File: config.mk
export PLATFORM = sky130hd
export DESIGN_NAME = alu4_acc_ctrl_flat
export DESIGN_NICKNAME = d
export VERILOG_FILES = /design/src/rtl/alu4_acc_ctrl_if.sv /design/src/rtl/alu4_acc_ctrl.sv /design/src/flat_wrapper.sv
export SDC_FILE = /design/constraint.sdc
export NUM_CORES = 1
export LEC_CHECK = 0
export CORE_ASPECT_RATIO = 1.25
export CORE_MARGIN = 4
export CORE_UTILIZATION = 39
export CTS_CLUSTER_DIAMETER = 30
export DETAILED_ROUTE_END_ITERATION = 8
export PLACE_DENSITY = 0.91
export SYNTH_ARGS = -nofsm -noshare
export SYNTH_HDL_FRONTEND = slang
export SYNTH_SLANG_ARGS = --single-unit
export TNS_END_PERCENT = 100
File: constraint.sdc
create_clock -name clk -period 3.2 [get_ports clk]
set_input_delay 0.48 -clock clk [delete_from_list [all_inputs] [get_ports clk]]
set_output_delay 0.48 -clock clk [all_outputs]
set_load 0.01 [all_outputs]
File: src/rtl/alu4_acc_ctrl_if.sv
// Command channel of the alu4 accumulator controller.
// A command is one of: load accumulator with cmd_b (cmd_ld=1), or run ALU
// opcode cmd_op with operand cmd_b against the accumulator (cmd_ld=0).
// Transfer happens on a rising clock edge where cmd_valid and cmd_ready are both high.
//   cmd_valid  master->slave  command present
//   cmd_ready  slave->master  controller idle, command can be taken
//   cmd_ld     master->slave  1: load, 0: ALU operation
//   cmd_op     master->slave  ALU opcode
//   cmd_b      master->slave  operand b / load value
interface alu4_acc_ctrl_if;
    logic       cmd_valid;
    logic       cmd_ready;
    logic       cmd_ld;
    logic [2:0] cmd_op;
    logic [3:0] cmd_b;

    modport master (
        output cmd_valid,
        output cmd_ld,
        output cmd_op,
        output cmd_b,
        input  cmd_ready
    );

    modport slave (
        input  cmd_valid,
        input  cmd_ld,
        input  cmd_op,
        input  cmd_b,
        output cmd_ready
    );
endinterface

File: src/rtl/alu4_acc_ctrl.sv
// Accumulator/sequencer around the combinational 4-bit ALU (alu4).
// Takes load / ALU commands over the cmd interface, presents acc, b_q and
// op_q to the ALU for one full cycle, then writes the ALU result back into
// the accumulator and captures the c/n/z/v flags.
//
// Optional feature macro: ACC_STICKY_OV_EN
//   defined   : ov_sticky latches alu_v on each write-back, ov_clr clears it
//               (a set on the same edge wins over the clear)
//   undefined : ov_sticky tied low, ov_clr ignored
//
// Ports
//   clk, reset_n         clock (rising edge), async active-low reset
//   cmd                  command channel (slave side)
//   alu_a/alu_b/alu_op   to alu4 (registered: acc, b_q, op_q)
//   alu_result, alu_c/n/z/v  from alu4
//   acc                  accumulator
//   flag_c/n/z/v         registered ALU flags
//   done                 one-cycle pulse after each completed command
//   ov_clr, ov_sticky    sticky overflow clear / status
//
// state  | meaning
// -------+----------------------------------------------------------
// IDLE   | ready for a command; loads complete here in one edge
// EXEC   | ALU inputs held stable; next edge writes result and flags
module alu4_acc_ctrl #(
    parameter logic [3:0] ACC_INIT = 4'b0000
) (
    input  logic           clk,
    input  logic           reset_n,
    alu4_acc_ctrl_if.slave cmd,
    output logic [3:0]     alu_a,
    output logic [3:0]     alu_b,
    output logic [2:0]     alu_op,
    input  logic [3:0]     alu_result,
    input  logic           alu_c,
    input  logic           alu_n,
    input  logic           alu_z,
    input  logic           alu_v,
    output logic [3:0]     acc,
    output logic           flag_c,
    output logic           flag_n,
    output logic           flag_z,
    output logic           flag_v,
    output logic           done,
    input  logic           ov_clr,
    output logic           ov_sticky
);

    typedef enum logic {
        S_IDLE = 1'b0,
        S_EXEC = 1'b1
    } state_t;

    state_t     state, state_nxt;
    logic       ready_int;
    logic       ld_fire;
    logic       op_fire;
    logic       write_back;
    logic [3:0] b_q;
    logic [2:0] op_q;

    always_ff @(posedge clk or negedge reset_n) begin
        if (!reset_n) begin
            state <= S_IDLE;
        end else begin
            state <= state_nxt;
        end
    end

    always_comb begin
        state_nxt  = state;
        ready_int  = 1'b0;
        ld_fire    = 1'b0;
        op_fire    = 1'b0;
        write_back = 1'b0;
        case (state)
            S_IDLE: begin
                ready_int = 1'b1;
                if (cmd.cmd_valid) begin
                    if (cmd.cmd_ld) begin
                        ld_fire = 1'b1;
                    end else begin
                        op_fire   = 1'b1;
                        state_nxt = S_EXEC;
                    end
                end
            end
            S_EXEC: begin
                write_back = 1'b1;
                state_nxt  = S_IDLE;
            end
            default: state_nxt = S_IDLE;
        endcase
    end

    assign cmd.cmd_ready = ready_int;

    // Datapath: accumulator, latched operands and flags.
    always_ff @(posedge clk or negedge reset_n) begin
        if (!reset_n) begin
            acc    <= ACC_INIT;
            b_q    <= 4'h0;
            op_q   <= 3'b000;
            flag_c <= 1'b0;
            flag_n <= 1'b0;
            flag_z <= 1'b0;
            flag_v <= 1'b0;
            done   <= 1'b0;
        end else begin
            done <= ld_fire | write_back;
            if (ld_fire) begin
                acc <= cmd.cmd_b;
            end
            if (op_fire) begin
                b_q  <= cmd.cmd_b;
                op_q <= cmd.cmd_op;
            end
            if (write_back) begin
                acc    <= alu_result;
                flag_c <= alu_c;
                flag_n <= alu_n;
                flag_z <= alu_z;
                flag_v <= alu_v;
            end
        end
    end

    assign alu_a  = acc;
    assign alu_b  = b_q;
    assign alu_op = op_q;

`ifdef ACC_STICKY_OV_EN
    always_ff @(posedge clk or negedge reset_n) begin
        if (!reset_n) begin
            ov_sticky <= 1'b0;
        end else if (write_back && alu_v) begin
            ov_sticky <= 1'b1;
        end else if (ov_clr) begin
            ov_sticky <= 1'b0;
        end
    end
`else
    // Port kept for a uniform pinout; the clear has nothing to act on.
    logic unused_ov_clr;
    assign unused_ov_clr = ov_clr;
    assign ov_sticky     = 1'b0;
`endif

endmodule

File: src/flat_wrapper.sv
// flat-port wrapper written by rule: the top's interface ports become plain ports
module alu4_acc_ctrl_flat 
#(
    parameter logic [3:0] ACC_INIT = 4'b0000
)
  (clk, reset_n, alu_a, alu_b, alu_op, alu_result, alu_c, alu_n, alu_z, alu_v, acc, flag_c, flag_n, flag_z, flag_v, done, ov_clr, ov_sticky, cmd_cmd_valid, cmd_cmd_ld, cmd_cmd_op, cmd_cmd_b, cmd_cmd_ready);
  alu4_acc_ctrl_if cmd_i ();
  input  logic clk;
  input  logic reset_n;
  output logic [3:0] alu_a;
  output logic [3:0] alu_b;
  output logic [2:0] alu_op;
  input  logic [3:0] alu_result;
  input  logic alu_c;
  input  logic alu_n;
  input  logic alu_z;
  input  logic alu_v;
  output logic [3:0] acc;
  output logic flag_c;
  output logic flag_n;
  output logic flag_z;
  output logic flag_v;
  output logic done;
  input  logic ov_clr;
  output logic ov_sticky;
  input wire logic [$bits(cmd_i.cmd_valid)-1:0] cmd_cmd_valid;
  input wire logic [$bits(cmd_i.cmd_ld)-1:0] cmd_cmd_ld;
  input wire logic [$bits(cmd_i.cmd_op)-1:0] cmd_cmd_op;
  input wire logic [$bits(cmd_i.cmd_b)-1:0] cmd_cmd_b;
  output wire logic [$bits(cmd_i.cmd_ready)-1:0] cmd_cmd_ready;
  assign cmd_i.cmd_valid = cmd_cmd_valid;
  assign cmd_i.cmd_ld = cmd_cmd_ld;
  assign cmd_i.cmd_op = cmd_cmd_op;
  assign cmd_i.cmd_b = cmd_cmd_b;
  assign cmd_cmd_ready = cmd_i.cmd_ready;
  alu4_acc_ctrl #(.ACC_INIT(ACC_INIT)) u_core (.clk(clk), .reset_n(reset_n), .cmd(cmd_i), .alu_a(alu_a), .alu_b(alu_b), .alu_op(alu_op), .alu_result(alu_result), .alu_c(alu_c), .alu_n(alu_n), .alu_z(alu_z), .alu_v(alu_v), .acc(acc), .flag_c(flag_c), .flag_n(flag_n), .flag_z(flag_z), .flag_v(flag_v), .done(done), .ov_clr(ov_clr), .ov_sticky(ov_sticky));
endmodule
==> flow_metrics.tcl <==
set metrics [dict create \
    clk_path_buf_depth 2 \
    drtIter0Drc 8 \
    fin_cells 111 \
    drc 0 \
    cts-hold-fix-buffers 0 \
    grt-ovfl-total 0 \
    cts_setup_buffers 0 \
    antenna_found_initial 0 \
    grt_use_total_pct 13.1 \
    maxSlewViolCount 0 \
    yosysUniqueCellTypes 13 \
    hp-class "flop to flop" \
    ys_top_cells_by_area "dfrtp_1 57%, mux2_2 17%, buf_4 5.1%" \
    via_per_inst 5.06 \
    power.density_nw_per_um2 495 \
    num_vias 562 \
    crit_chain "inv_1, clkdlybuf4s50_1" \
    r2r_start "u_core.state$_DFF_PN0_" \
    area_delta_synth_final_pct 52.4 \
    grt_max_degree 20 \
    fin_crit_ns 2.05 \
    p_leak_nw 0.460 \
    cts_tree "yes" \
    cap_viol_max_count 0 \
    multi_input_area_um2 244 \
    rows 17 \
    cp_max_fo 19 \
    wl_met3_um 171 \
    design.die.area_um2 2660 \
    seq_area_um2 425 \
    core_area_um2 1790 \
    start_util_pct 41.5 \
    first_pass_iters 3 \
    dp.cells 107 \
    slowest_stage "dfrtp_1" \
    hold_violations 0 \
    cp_top_family "flip-flops" \
    skew_ns 0.00104 \
    synth.ff_latch_count 17 \
    io_buffers 39 \
    dieHeight_um 56.7 \
    gp_congestion 0.681 \
    grt_pass1_vias 605 \
    status "finished clean" \
    setup_viol 0 \
    drive_gt1_share_pct 17.4 \
    critPathKind "flop to output port" \
    top_layer_used "met4" \
    finalCritPeriodShare_pct 64.1 \
    rsz0062_at_grt "no" \
    cts_resized 0 \
    cp-start-kind "flop" \
    relSlewSlack_pct 48.9 \
    final_nets 113 \
    htreeDepth 1 \
    yosysWarnings 0 \
    worst_slew_pin_slew_ns 0.764 \
    postSynthAreaPerCell_um2 13.2 \
    fmax_ghz 0.488 \
    cp_data_arrival_time_ns 1.57 \
    synthesis.nets 76 \
    cts.sinks 17 \
    cp_num_buf_inv 2 \
    cts_buffers 3 \
    fillers 136 \
    wl_met1_um 668 \
    root_buffer "clkbuf_4" \
    drt-total-wl_um 1680 \
    crit_start "u_core.state$_DFF_PN0_" \
    worst_skew_pair.late_latency_ns 0.28 \
    fin_setup_tns_ns 0 \
    synth_cells 56 \
    wl_per_cell_um 15.1 \
    hp-start "u_core.flag_c$_DFFE_PN0P_" \
    fp.dieW_um 47.0 \
    grt_pass1_wl_um 2580 \
    worstPathRequired_ns 2.72 \
    cpPeakStageDelay_ns 0.71 \
    end_kind "output port" \
    yosysTopAreaCell "dfrtp_1" \
    io_pins 42 \
    syn_area_um2 741 \
    vdd_drop_max_uv 255 \
    synth_top_area_share_pct 57.4 \
    clk_pin_slew_worst_paths_ns 0.09 \
    dp.final_hpwl_um 1350 \
    ys_seq_area_share_pct 57.4 \
    postRouteAntennaNets 0 \
    route.met2.wl_um 823 \
    diodes 0 \
]
[placed cells by master, fill, tap and decap left out, types with 3 or more instances in the layout]
cell             instances
nand4b_1                 4
clkdlybuf4s50_1         39
inv_1                    5
o311ai_0                 4
nand2_1                  4
clkbuf_4                 3
dfrtp_1                 17
mux2_2                  11
[stage by stage]
stage               utilization (%)  total power [W]  hold WS, ns  area (um^2)  setup WS [ns]
floorplan                         -         0.000344        0.184          741           1.91
global placement               61.7         0.000447        0.489         1100           1.23
detailed placement             61.7         0.000453        0.496         1100           1.19
CTS                            63.2         0.000565        0.518         1130           1.14
global route                   63.2         0.000588        0.537         1130           1.05
finish                         63.2         0.000559        0.510         1130           1.15
[final timing paths]
check                                               end  slack [ns]  cells after the start
hold / removal                u_core.flag_c$_DFFE_PN0P_        0.51                      1
hold reg to reg               u_core.flag_c$_DFFE_PN0P_        0.51                      1
setup reg to reg           u_core.alu_op[0]$_DFFE_PN0P_        1.65                      2
setup / recovery                          cmd_cmd_ready        1.15                      2
max in group asynchronous         u_core.done$_DFF_PN0_        2.09                      1
min in group asynchronous     u_core.flag_v$_DFFE_PN0P_        0.64                      1
[power breakdown]
part | switching (W) | internal [W] | total (W)
sequential | 0.0000218 | 0.000249 | 0.000270
combinational | 0.0000596 | 0.000116 | 0.000175
clock | 0.0000652 | 0.0000484 | 0.000114
total | 0.000147 | 0.000413 | 0.000559
[routing by layer]
layer	global-route usage, %	vias up
met5	0	-
met4	4.74	0
met3	4.17	2
met2	23.3	28
met1	13.5	272
li1	-	260
[sequential cells by signal, indices dropped and copies added, names as in the netlist]
signal and cells:
u_core.flag_z 1, u_core.alu_b 4, u_core.state 1, u_core.done 1
u_core.flag_c 1, u_core.alu_op 3, u_core.flag_n 1, u_core.flag_v 1
u_core.acc 4
[cell usage after synthesis (all sizes together)]
master and count:
mux2 11, nand4b 4, dfrtp 17, clkbuf 1, o311ai 4, conb 1
inv 5, nor3b 1, buf 6, nand2 4, or2 1, and2 1
[layout make-up]
cell class	count	area share, %
clock buffer	4	2.33
inverter	5	1.66
multi-input combinational	27	21.6
sequential	17	37.7
tap	19	2.11
timing repair buffer	39	34.6
[logic make-up (layout without fill, tap and decap cells)]
group                  count (synthesis)  after routing  share of synthesized area, %
flip-flops                            17             17                          57.4
buffers and inverters                 12             48                          9.63
multiplexers                          11             11                          16.7
AND/OR/NAND/NOR                       11             11                          11.0
AO/OA/AOI/OAI                          4              4                          4.73
other                                  1              1                         0.506
[worst reg2reg max path, cell delays in order, from the launching register on]
cell     delay [ns]
dfrtp_1        0.59
nor3b_4        0.47
mux2_2         0.39
Note: power is estimated with default switching activity, not from simulation.
